===== src/rtl/fft_pkg.sv =====
`default_nettype none
// ============================================================================
// Module   : fft_pkg
// Purpose  : Shared constants and helpers for the 32-point FFT pipeline.
//            FFT_N/FFT_IN_W/FFT_PTR_W size the input framer.
//            FFT_FRAME_W is the width of the flat frame bus (x0..x31).
//            bitrev5 returns the decimation-in-time input index.
// Revision : 1.0 - initial release
// ============================================================================
package fft_pkg;

    localparam int FFT_N       = 32;
    localparam int FFT_IN_W    = 8;
    localparam int FFT_PTR_W   = 5;
    localparam int FFT_OUT_W   = 32;
    localparam int FFT_FRAME_W = FFT_N * FFT_IN_W;

    // Reverse the order of the five bits of a sample index.
    function automatic logic [FFT_PTR_W-1:0] bitrev5(input logic [FFT_PTR_W-1:0] k);
        logic [FFT_PTR_W-1:0] r;
        for (int b = 0; b < FFT_PTR_W; b++) begin
            r[b] = k[FFT_PTR_W-1-b];
        end
        return r;
    endfunction

endpackage
`default_nettype wire


===== src/rtl/fft_input_framer_if.sv =====
`default_nettype none
// ============================================================================
// Module   : fft_input_framer_if
// Purpose  : Groups the framer's sample and frame handshake signals.
//            Sample side : s_data, s_valid, s_ready, plus flush.
//            Frame side  : frame_data, frame_valid, frame_ready, frame_cnt.
// Modports : master - the environment, which drives samples and consumes
//                     frames.
//            slave  - the framer itself.
// Revision : 1.0 - initial release
// ============================================================================
interface fft_input_framer_if #(
    parameter int DATA_W = 8,
    parameter int N      = 32,
    parameter int CNT_W  = 16
);

    logic                flush;
    logic [DATA_W-1:0]   s_data;
    logic                s_valid;
    logic                s_ready;
    logic [N*DATA_W-1:0] frame_data;
    logic                frame_valid;
    logic                frame_ready;
    logic [CNT_W-1:0]    frame_cnt;

    modport master (
        output flush, s_data, s_valid, frame_ready,
        input  s_ready, frame_data, frame_valid, frame_cnt
    );

    modport slave (
        input  flush, s_data, s_valid, frame_ready,
        output s_ready, frame_data, frame_valid, frame_cnt
    );

endinterface
`default_nettype wire


===== src/rtl/fft_frame_bank.sv =====
`default_nettype none
// ============================================================================
// Module   : fft_frame_bank
// Purpose  : Array of N x DATA_W registers holding one frame.
//            The array has one write port and a flat read bus.
// Ports    : clk, rst_n (async active-low).
//            we, addr, wdata form the write port.
//            rdata is the flat bus; slot i is at [i*DATA_W +: DATA_W].
// Revision : 1.0 - initial release
// ============================================================================
module fft_frame_bank #(
    parameter int DATA_W = 8,
    parameter int N      = 32,
    parameter int PTR_W  = 5
) (
    input  logic                clk,
    input  logic                rst_n,
    input  logic                we,
    input  logic [PTR_W-1:0]    addr,
    input  logic [DATA_W-1:0]   wdata,
    output logic [N*DATA_W-1:0] rdata
);

    logic [DATA_W-1:0] mem [N];

    always_ff @(posedge clk or negedge rst_n) begin
        if (!rst_n) begin
            for (int i = 0; i < N; i++) begin
                mem[i] <= '0;
            end
        end else if (we) begin
            mem[addr] <= wdata;
        end
    end

    generate
        for (genvar g = 0; g < N; g++) begin : g_rd
            assign rdata[g*DATA_W +: DATA_W] = mem[g];
        end
    endgenerate

endmodule
`default_nettype wire


===== src/rtl/fft_input_framer.sv =====
`default_nettype none
// ============================================================================
// Module   : fft_input_framer
// Purpose  : Collects serial DATA_W samples into N-sample frames. The frames
//            are ping-pong buffered: one bank fills while the other is held
//            for the FFT.
// Ports    : CLK_10 - clock, rising edge.
//            RST    - asynchronous active-low reset.
//            bus    - fft_input_framer_if.slave, which carries the sample
//                     handshake, flush, the frame handshake and frame_cnt.
// Config   : FFT_INPUT_BITREV_EN - when defined, sample k is written to slot
//            bitrev(k). This gives decimation-in-time order. When undefined,
//            sample k is written to slot k.
// Revision : 1.0 - initial release
// ============================================================================
module fft_input_framer
    import fft_pkg::*;
#(
    parameter int DATA_W = FFT_IN_W,
    parameter int N      = FFT_N,
    parameter int PTR_W  = FFT_PTR_W,
    parameter int CNT_W  = 16
) (
    input  logic                CLK_10,
    input  logic                RST,
    fft_input_framer_if.slave   bus
);

    logic [1:0]          full;
    logic [1:0]          full_nxt;
    logic                wr_bank;
    logic                rd_bank;
    logic [PTR_W-1:0]    wr_ptr;
    logic [PTR_W-1:0]    slot;
    logic [CNT_W-1:0]    cnt;
    logic                accept;
    logic                last;
    logic                drain;
    logic [N*DATA_W-1:0] bank_rd [2];

    // RST gates s_ready, so the output stays low while the reset is applied.
    assign bus.s_ready     = RST && !full[wr_bank] && !bus.flush;
    assign accept          = bus.s_valid && bus.s_ready;
    assign last            = (wr_ptr == PTR_W'(N - 1));
    assign drain           = full[rd_bank] && bus.frame_ready;

    assign bus.frame_valid = full[rd_bank];
    assign bus.frame_data  = rd_bank ? bank_rd[1] : bank_rd[0];
    assign bus.frame_cnt   = cnt;

`ifdef FFT_INPUT_BITREV_EN
    always_comb begin
        slot = '0;
        for (int b = 0; b < PTR_W; b++) begin
            slot[b] = wr_ptr[PTR_W-1-b];
        end
    end
`else
    assign slot = wr_ptr;
`endif

    // When a frame completes and another drains in the same cycle, the two
    // banks involved are always different, so both flag updates apply.
    always_comb begin
        full_nxt = full;
        if (accept && last) begin
            full_nxt[wr_bank] = 1'b1;
        end
        if (drain) begin
            full_nxt[rd_bank] = 1'b0;
        end
    end

    always_ff @(posedge CLK_10 or negedge RST) begin
        if (!RST) begin
            full    <= '0;
            wr_bank <= 1'b0;
            rd_bank <= 1'b0;
            wr_ptr  <= '0;
            cnt     <= '0;
        end else begin
            full <= full_nxt;
            if (bus.flush) begin
                wr_ptr <= '0;
            end else if (accept) begin
                if (last) begin
                    wr_bank <= ~wr_bank;
                    wr_ptr  <= '0;
                end else begin
                    wr_ptr <= wr_ptr + 1'b1;
                end
            end
            if (drain) begin
                rd_bank <= ~rd_bank;
                cnt     <= cnt + 1'b1;
            end
        end
    end

    generate
        for (genvar b = 0; b < 2; b++) begin : g_bank
            fft_frame_bank #(
                .DATA_W (DATA_W),
                .N      (N),
                .PTR_W  (PTR_W)
            ) u_bank (
                .clk    (CLK_10),
                .rst_n  (RST),
                .we     (accept && (wr_bank == 1'(b))),
                .addr   (slot),
                .wdata  (bus.s_data),
                .rdata  (bank_rd[b])
            );
        end
    endgenerate

endmodule
`default_nettype wire


===== src/flat_wrapper.sv =====
// flat-port wrapper written by rule: the top's interface ports become plain ports
module fft_input_framer_flat import fft_pkg::*;
#(
    parameter int DATA_W = FFT_IN_W,
    parameter int N      = FFT_N,
    parameter int PTR_W  = FFT_PTR_W,
    parameter int CNT_W  = 16
)
  (CLK_10, RST, bus_flush, bus_s_data, bus_s_valid, bus_frame_ready, bus_s_ready, bus_frame_data, bus_frame_valid, bus_frame_cnt);
  fft_input_framer_if #(.DATA_W(DATA_W), .N(N), .CNT_W(CNT_W)) bus_i ();
  input  logic CLK_10;
  input  logic RST;
  input wire logic [$bits(bus_i.flush)-1:0] bus_flush;
  input wire logic [$bits(bus_i.s_data)-1:0] bus_s_data;
  input wire logic [$bits(bus_i.s_valid)-1:0] bus_s_valid;
  input wire logic [$bits(bus_i.frame_ready)-1:0] bus_frame_ready;
  output wire logic [$bits(bus_i.s_ready)-1:0] bus_s_ready;
  output wire logic [$bits(bus_i.frame_data)-1:0] bus_frame_data;
  output wire logic [$bits(bus_i.frame_valid)-1:0] bus_frame_valid;
  output wire logic [$bits(bus_i.frame_cnt)-1:0] bus_frame_cnt;
  assign bus_i.flush = bus_flush;
  assign bus_i.s_data = bus_s_data;
  assign bus_i.s_valid = bus_s_valid;
  assign bus_i.frame_ready = bus_frame_ready;
  assign bus_s_ready = bus_i.s_ready;
  assign bus_frame_data = bus_i.frame_data;
  assign bus_frame_valid = bus_i.frame_valid;
  assign bus_frame_cnt = bus_i.frame_cnt;
  fft_input_framer #(.DATA_W(DATA_W), .N(N), .PTR_W(PTR_W), .CNT_W(CNT_W)) u_core (.CLK_10(CLK_10), .RST(RST), .bus(bus_i));
endmodule

===== config.mk =====
export PLATFORM = sky130hd
export DESIGN_NAME = fft_input_framer_flat
export DESIGN_NICKNAME = d
export VERILOG_FILES = /design/src/rtl/fft_pkg.sv /design/src/rtl/fft_input_framer_if.sv /design/src/rtl/fft_frame_bank.sv /design/src/rtl/fft_input_framer.sv /design/src/flat_wrapper.sv
export SDC_FILE = /design/constraint.sdc
export NUM_CORES = 1
export LEC_CHECK = 0
export ABC_AREA = 1
export BUFFER_PORTS_ARGS = -buffer_cell sky130_fd_sc_hd__buf_4
export CORE_MARGIN = 8
export CORE_UTILIZATION = 25
export CTS_CLUSTER_SIZE = 28
export DETAILED_ROUTE_END_ITERATION = 8
export GPL_ROUTABILITY_DRIVEN = 0
export SYNTH_ARGS = -nofsm -noshare
export SYNTH_HDL_FRONTEND = slang
export SYNTH_HIERARCHICAL = 1
export SYNTH_SLANG_ARGS = --single-unit

===== constraint.sdc =====
create_clock -name CLK_10 -period 2.4 [get_ports CLK_10]
set_input_delay 0.36 -clock CLK_10 [delete_from_list [all_inputs] [get_ports CLK_10]]
set_output_delay 0.36 -clock CLK_10 [all_outputs]
set_load 0.01 [all_outputs]

# Word-level counts from Yosys, hierarchy flattened
# Cells that the tools add are included.
# word_totals
wordCells	117
register_bits	537
in_bits	13
output_inout_bits	274
# classes
magnitude_cmp	6
n_mux	18
eq_ne	1
n_addsub	2
bitwise_logic	7
n_reduce_logical	14
# op_table
operator	count
256-bit bitwise mux	2
256-bit two-way mux	1
8-bit demux with 5-bit select	1
16-bit by 1-bit adder with 16-bit output, second input constant	1
5-bit two-way mux	3
1-bit logical AND	10
8-bit two-way mux	1
6-bit >= comparator, second input constant	1
6-bit by 1-bit less-than comparator with 1-bit output, second input constant	1
1-bit two-way mux	6
5-bit inverter with 6-bit output	1
5-bit by 1-bit adder with 5-bit output, second input constant	1
5-bit == test, second input constant	1
1-bit by 2-bit less-than comparator with 1-bit output, second input constant	2
2-bit two-way mux	2
1-bit inverter	3
3-bit AND reduction	1
2-bit bitwise AND	1
1-bit demux with 1-bit select	2
1-bit >= comparator, second input constant	2
1-bit zero test	2
2-bit inverter	1
2-bit bitwise OR	1
2-bit nonzero test	1

# Longest topological paths before layout
# Gate-level depths: netlist (run 1).
# logic_depth
word_depth	10
ltp_mapped	11
depth_no_buf	10

# Cells and area by module
# The synthesis (run 1) kept the hierarchy.
# by_module_without_submodules
mod	seq_area_each_um2	instances	area_each_um2	cells_per_inst
fft_frame_bank	6406.1	2	9942.0	1158
fft_input_framer	625.6	1	4456.8	998

# Least setup slack after synthesis (run 1)
# OpenSTA, ideal clock, no wires.
# synth_timing
kind	reg2reg
from	reg u_core.wr_bank
to	reg u_core.g_bank[1].u_bank.mem (netlist bit u_core/g_bank[1].u_bank/rdata[144])
setup_ns	0.117
arrival_time_ns	1.953
slack_ns	0.330
period_less_slack_ns	2.070
stages_incl_launch_ff	12
required_ns	2.283
cell_sequence	dfrtp_1 -> nand2_1 -> nand3_1 -> nor2_1 -> nand2_1 -> nor2_1 -> nand2_1 -> nor2_2 -> buf_2 -> nand2_1 -> nand2_1 -> nand2_1
# synth_via
elab_chain_cells	7
# synth_lines
item	line	source
start, declared	fft_input_framer.sv:31	logic wr_bank;
start signal, assigned	fft_input_framer.sv:87	wr_bank <= ~wr_bank;
1-bit two-way mux (not written as such) (2 in series)	fft_input_framer.sv:42	assign bus.s_ready = RST && !full[wr_bank] && !bus.flush;
1-bit zero test	fft_input_framer.sv:42	
1-bit logical AND (2 in series)	fft_input_framer.sv:42	
net bus_s_ready	flat_wrapper.sv:17	output wire logic [$bits(bus_i.s_ready)-1:0] bus_s_ready;
1-bit logical AND	fft_input_framer.sv:43	assign accept = bus.s_valid && bus.s_ready;
1-bit logical AND	fft_input_framer.sv:109	.we (accept && (wr_bank == 1'(b))),
end signal, assigned by index	fft_frame_bank.sv:32	mem[addr] <= wdata;
end, declared	fft_frame_bank.sv:24	logic [DATA_W-1:0] mem [N];
# The timed path passes the listed nets, and every way through them passes these cells. The select of a mux whose other input is x is not followed.
# A chain may end at the register's enable or synchronous reset.

# Worst setup path after layout (run 1)
# layout_timing
from	reg u_core.rd_bank
to	out bus_frame_data[111]
# layout_via
elab_chain_cells	1
# layout_lines
item	line	source
start, declared	fft_input_framer.sv:32	logic rd_bank;
start signal, assigned	fft_input_framer.sv:94	rd_bank <= ~rd_bank;
256-bit two-way mux	fft_input_framer.sv:48	assign bus.frame_data = rd_bank ? bank_rd[1] : bank_rd[0];
end, declared	flat_wrapper.sv:18	output wire logic [$bits(bus_i.frame_data)-1:0] bus_frame_data;
# No other way between the ends.

==> out/qor.yml, run 1 <==
synth:
  ys.flop_type: "dfrtp_1"
  synth_seq_cells: 537
  yosys.area_share.adder: 0.00154
  yosysSeqAreaShare: 0.552
  synthMuxAreaShare: 0
  syn-instance-count: 3314
  netlist_area_um2: 24300
  ys_async_sr_fraction: 1.00
  synth_compound_area_frac: 0.000925
  synth-xor-area-share: 0.00360
  syn-num-nets: 3330
  syn_avg_cell_area_um2: 7.34
  synth_edf_count: 0
  yosys.area_share.simple: 0.411
  synth_area_leaders: "dfrtp_1, nand2_1, nand3_1"
  synth_warnings: 6
  synth_area_leader_cell: "dfrtp_1"
  netlist.area_leader.share: 0.552
  yosysUniqueCellTypes: 24
  synth_top_family_by_area: "simple AND/OR/NAND/NOR gates"
power_and_ir_drop:
  power_density_nw_per_um2: 760
  cellLeakagePower_nw: 17.9
  ir_drop_uv: 505
timing:
  fin_crit_sh: 0.991
  slew_violations: 0
  timing.fmax_mhz: 420
  hold_viol_final: 0
  maxSlewHeadroom: 0.300
  worst_pin_slew_ps: 1050
  min_period_ps: 2380
  hold_ws_ps: 50.7
  skew_ps: 29.7
  worst_slack_ps: 21.0
  fin_tns_setup_ps: 0
  rsz0062_at_grt: "true"
  setup_viol_count_final: 0
drt:
  drc: 0
  first_pass_iters: 5
  drtIter0Drc: 1984
  drt-total-wl_um: 92800
  vias_per_cell: 4.49
  vias: 22400
  avgRoutedWirePerCell_um: 18.6
  drtAntennaViolNets: 0
worst_setup_path:
  critPathArrivalTime_ps: 2020
  critPathLaunchType: "register"
  slowest_stage: "dfrtp_4"
  slowest_delay_ps: 580
  crit_fanout: 21
  cp_common_cell: "nand2_1"
  critical_path.top_delay_family: "buffers and inverters"
  critical_path_class: "reg -> out"
  cp_cell_sequence: "inv_12, buf_16, buf_12, nand2_1, nand2_1, buf_4"
  crit_required_ps: 2040
  endpoint_kind: "output port"
  critPathBufInv: 4
run:
  maxCapViolCount: 0
floorplan:
  die-area_um2: 108000
  pin_count: 287
  die_h_um: 328
  die_w_um: 328
  num_rows: 114
  coreArea_um2: 96600
  start_util: 0.252
run_status:
  status: "complete, no violations"
clocking:
  cts_root_buf: "clkbuf_16"
  cts_tree: "done"
  clk_path_buf_depth: 3
  cts_sinks: 537
  cts_made_buffers: 66
  htree_levels: 3
  clk_pin_slew_ps: 60
  clkLatencyLatePin_ps: 620
placed_design:
  io_buffers: 286
  post-dp-hpwl_um: 60300
  dp_cells: 4845
  preCtsSetupSlack_ps: 89.5
layout:
  layout-drive-gt1-share: 0.167
  final_net_count: 3676
  layout.cells.non_filler: 4985
  area_delta_synth_final_pct: 29.9
  fin_util: 0.328
global_route:
  overflow: 0
  grt_start_max_net_pins: 139
  grt_pass1_wl_um: 138000
  antenna_found_initial: 2
  grt_usage: 0.165
  first_global_vias: 21500
hold_path:
  hold_path.class: "in -> reg"
==> final timing paths <==
path	startpoint	endpoint	slack [ps]	cells after the start
worst max-delay path	u_core/rd_bank	bus_frame_data[111]	20	6
worst min-delay path	bus_s_valid	u_core/full[1]	50	3
worst max register to register	u_core/slot[2]	u_core/g_bank[1].u_bank/rdata[243]	220	6
worst min register to register	u_core/g_bank[0].u_bank/rdata[19]	u_core/g_bank[0].u_bank/rdata[19]	470	2
max in group asynchronous	RST	u_core/g_bank[0].u_bank/rdata[199]	540	4
min in group asynchronous	RST	u_core/g_bank[0].u_bank/rdata[227]	460	3
==> cell usage in the layout (no fill, tap or decap), types with 3 or more instances in the layout <==
cell,instances
nand4_1,7
nand2_1,2190
clkinv_2,10
inv_1,32
clkbuf_16,71
clkbuf_8,11
clkinv_8,4
buf_6,4
buf_4,380
buf_8,3
buf_16,12
nor2_4,5
ha_1,3
nor2_2,12
clkbuf_1,13
clkinvlp_4,6
nor2_1,68
dfrtp_1,536
xor2_1,8
nand2_2,63
buf_12,25
nand3_1,223
==> timing repair <==
action,CTS,global route
resized for setup,43,42
cloned,9,5
endpoints found under the setup margin,200,268
hold buffers,1,0
hold endpoints to repair,138,0
buffers inserted,7,1
pin swaps,0,0
==> where the power goes <==
group	internal [mW]	total (mW)	switching, mW
Combinational	1.70	4.72	3.02
Sequential	9.28	9.49	0.208
Clock	5.65	9.82	4.17
==> stage by stage <==
| step | total power, mW | area, um2 |
|---|---|---|
| 2_1_floorplan | 11.4 | 24300 |
| 3_3_place_gp | 13.1 | 28800 |
| 3_5_place_dp | 13.1 | 28800 |
| 4_1_cts | 24.0 | 31400 |
| 5_1_grt | 24.9 | 31600 |
| 6_report | 24.0 | 31600 |
==> registers in the layout (all words and copies together), names as in the netlist <==
register and cells:
u_core/slot 5, u_core/full 2, u_core/g_bank.u_bank/rdata 512, u_core/rd_bank 1, u_core/wr_bank 1, u_core/bus.frame_cnt 16
==> cell families (layout without fill, tap and decap cells) <==
| logic type | Yosys count | in the layout |
|---|---|---|
| XOR/XNOR | 10 | 10 |
| other | 0 | 1 |
| adder cells (fa/ha/maj) | 3 | 3 |
| AND/OR/NAND/NOR | 2573 | 2573 |
| AO/OA/AOI/OAI | 4 | 4 |
| buffers and inverters | 187 | 581 |
| flip-flops | 537 | 537 |
==> layer usage <==
metal,wire length (um),vias up,GRT usage
met3,5430,100,0.0304
li1,-,10800,-
met2,42800,664,0.264
met4,2040,2,0.0475
met1,42500,10800,0.226
met5,13,-,0
==> synth_stat cells (2+ instances only) <==
library cell,count
a21oi_1,2
buf_1,9
buf_2,32
buf_6,2
clkbuf_1,111
dfrtp_1,537
ha_1,3
inv_1,32
nand2_1,2251
nand2_2,3
nand3_1,223
nand4_1,7
nor2_1,79
nor2_2,5
xnor2_1,2
xor2_1,8
==> layout make-up <==
type / count / area (um2)
fillers: 10200 / 64900
flip-flops and latches: 537 / 13400
multi-input cells: 2590 / 10300
repair buffers: 431 / 3950
clock buffers: 91 / 1880
well taps: 1276 / 1600
clock inverters: 25 / 268
inverters: 33 / 136
repair inverters: 1 / 8.76
diodes: 1 / 2.50
==> worst register-to-register path: cells and delay by family, from the launching register on <==
family        cells  cell delay [ps]
simple gates      4              770
flops             1              560
buf+inv           2              710
(Power assumes the default switching activity.)
==> run 2, diff against run 1 <==
--- a/config.mk
+++ b/config.mk
@@ -7,12 +7,13 @@
 export LEC_CHECK = 0
 export ABC_AREA = 1
 export BUFFER_PORTS_ARGS = -buffer_cell sky130_fd_sc_hd__buf_4
+export CAP_MARGIN = 25
 export CORE_MARGIN = 8
 export CORE_UTILIZATION = 25
 export CTS_CLUSTER_SIZE = 28
 export DETAILED_ROUTE_END_ITERATION = 8
 export GPL_ROUTABILITY_DRIVEN = 0
+export PLACE_DENSITY = 0.39
 export SYNTH_ARGS = -nofsm -noshare
 export SYNTH_HDL_FRONTEND = slang
-export SYNTH_HIERARCHICAL = 1
 export SYNTH_SLANG_ARGS = --single-unit
==> out/qor.yml, run 2 <==
layout:
  layout_common_cells: "nand2_1, dfrtp_1, nand3_1, buf_4, clkbuf_16"
  fillCellCount: 10600  # +3.5%
  layout-drive-gt1-share: 0.160  # -0.00704
  mostFrequentLayoutCell: "nand2_1"
  final_area_um2: 31700  # +0.25%
  area_delta_synth_final_pct: 28.1
  final_net_count: 3616  # -1.6%
  largest_register_ffs: 512  # unchanged
  multiInputGateArea_um2: 10400  # +0.76%
  seqCellArea_um2: 13400  # unchanged
worst_setup_path:
  critical_path.top_delay_family: "buffers and inverters"
  crit_fanout: 9  # -57%
  cp_cell_sequence: "clkinv_8, buf_12, clkbuf_16, buf_6, nand2_1, nand2_1, buf_4"
  cp_common_cell: "nand2_1"
  slowest_stage: "dfrtp_4"
  critPathArrivalTime_ps: 2010  # about the same
  endpoint_kind: "output port"
  critical_path_class: "reg -> out"
  slowest_delay_ps: 540  # -40 ps
  critPathBufInv: 5  # +1
  critPathLaunchType: "register"
  crit_required_ps: 2040  # about the same
drt:
  drt-total-wl_um: 96300  # +3.8%
  vias: 22300  # -0.16%
  first_pass_iters: 5  # unchanged
  drtAntennaViolNets: 0  # unchanged
  drc: 0  # unchanged
  avgRoutedWirePerCell_um: 19.5  # +4.8%
  drtIter0Drc: 1822  # -8.2%
  vias_per_cell: 4.53  # +0.87%
timing:
  hold_viol_final: 0  # unchanged
  maxSlewHeadroom: 0.352  # +0.0525
  slew_violations: 0  # unchanged
  skew_ps: 31.0  # +1.27 ps
  rsz0062_at_grt: "true"
  worst_pin_slew_ps: 971  # -78.8 ps
  setup_viol_count_final: 0  # unchanged
  min_period_ps: 2370  # -6.12 ps
  fin_tns_setup_ps: 0  # unchanged
  fin_crit_sh: 0.989  # -0.00255
  hold_ws_ps: 132  # +81.5 ps
  timing.fmax_mhz: 421  # +0.26%
synth:
  syn-instance-count: 3309  # -0.15%
  synth_area_leaders: "dfrtp_1, nand2_1, nand3_1"
  synth_commonest_cells: "nand2_1, dfrtp_1, nand3_1, clkbuf_1, nor2_1"
  syn-num-nets: 3328  # -0.060%
  ys.flop_type: "dfrtp_1"
  ys_async_sr_fraction: 1.00  # unchanged
  netlist.area_leader.share: 0.543  # -0.00910
  synth_edf_count: 0  # unchanged
  yosysSeqAreaShare: 0.543  # -0.00910
  netlist_area_um2: 24700  # +1.7%
  synth_area_leader_cell: "dfrtp_1"
  syn_avg_cell_area_um2: 7.48  # +1.8%
  synth_warnings: 0  # -6
  synth_seq_cells: 537  # unchanged
  yosysUniqueCellTypes: 23  # -4.2%
  synth_most_common_cell: "nand2_1"
global_route:
  use_met3: 0.0254  # -0.00506
  grt_busiest_layer: "met2"
  grt_util_met1: 0.246  # +0.0193
  grt_pass1_wl_um: 146000  # +6.2%
  grt_usage: 0.172  # +0.00732
  gr-usage-met2: 0.273  # +0.00978
  antenna_found_initial: 1  # -1
  overflow: 0  # unchanged
  first_global_vias: 22500  # +4.8%
  grt_start_max_net_pins: 141  # +1.4%
floorplan:
  coreArea_um2: 98300  # +1.8%
  pin_count: 287  # unchanged
  die-area_um2: 109000  # +1.6%
  start_util: 0.252  # about the same
  die_w_um: 331  # +0.79%
  die_h_um: 331  # +0.79%
  num_rows: 115  # +0.88%
clocking:
  clk_path_buf_depth: 3  # unchanged
  clk_pin_slew_ps: 60  # about the same
  clkLatencyLatePin_ps: 610  # about the same
  cts_root_buf: "clkbuf_16"
  htree_levels: 3  # unchanged
  cts_tree: "done"
  cts_sinks: 537  # unchanged
  cts_made_buffers: 69  # +4.5%
placed_design:
  post-dp-hpwl_um: 57400  # -4.7%
  dpl-instance-area_um2: 28900  # +0.38%
  io_buffers: 286  # unchanged
run:
  maxCapViolCount: 0  # unchanged
hold_path:
  hold_path.class: "in -> reg"
power_and_ir_drop:
  power_density_nw_per_um2: 775  # +2.0%
  cellLeakagePower_nw: 17.8  # -0.78%
  ir_drop_uv: 429  # -15%
  finalPower_mw: 24.6  # +2.2%
run_status:
  status: "complete, no violations"
[run 2: per-layer routing]
metal | part of all wire | vias up | wire, um
met1 | 0.48 | 10800 | 46200
met4 | 0.018 | 0 | 1760
met5 | 0 | - | 0
met2 | 0.46 | 445 | 44200
li1 | - | 11000 | -
met3 | 0.043 | 101 | 4120
[run 2: logic make-up (layout without fill, tap and decap cells)]
group	Yosys count	in the layout	share of synthesized area
buffers and inverters	241	578	0.0405
xor gates and xnor gates	8	8	0.00283
adders and majority gates	6	6	0.00303
AOI/OAI and AO/OA	11	11	0.00227
DFF	537	537	0.543
and+or+nand+nor	2506	2506	0.408
other	0	1	0
[run 2: path summary, 6_finish.rpt]
check	slack, ps	cells past startpoint	from	endpoint
hold / removal	130	3	bus_frame_ready	u_core.bus.frame_cnt[3]
min in group asynchronous	450	3	RST	u_core.g_bank[1].u_bank.rdata[27]
setup / recovery	30	7	u_core.rd_bank	bus_frame_data[141]
max in group asynchronous	830	4	RST	u_core.g_bank[0].u_bank.rdata[164]
setup reg to reg	240	6	u_core.slot[0]	u_core.g_bank[0].u_bank.rdata[63]
hold reg to reg	470	2	u_core.g_bank[1].u_bank.rdata[192]	u_core.g_bank[1].u_bank.rdata[192]
[run 2: metrics by stage]
stage          instances  setup slack, ps  utilization
6_report            4934             27.1        0.323
2_1_floorplan       3309              748            -
3_5_place_dp        4795              134        0.294
3_3_place_gp        4795              126        0.294
4_1_cts             4923            -76.2        0.319
5_1_grt             4933            -69.2        0.323
[run 2: layout make-up]
cell class                      instances  area share
Sequential cell                       537       0.424
Multi-Input combinational cell       2531       0.329
Timing Repair Buffer                  425       0.123
Clock buffer                          104      0.0640
Tap cell                             1287      0.0508
Clock inverter                         16     0.00513
Inverter                               33     0.00430
Antenna cell                            1   0.0000789
[run 2: worst register-to-register path, delay by kind of cell (launching register included)]
family,cells,cell delay (ps)
DFF,1,430
buffers and inverters,1,170
adders and majority gates,1,220
and+or+nand+nor,4,1250
[run 2: report_power, final]
part,total (mW),internal (mW),leakage [nW],switching (mW)
logic,4.91,1.70,9.25,3.21
registers,9.44,9.27,7.46,0.173
clock network,10.2,6.05,1.08,4.15
total,24.6,17.0,17.8,7.54
[run 2: timing repair]
item,CTS,global route
pin swaps,0,1
resized for setup,25,53
hold endpoints to repair,140,0
buffers inserted,2,4
hold buffers,1,0
endpoints found under the setup margin,231,201
gates cloned,5,6
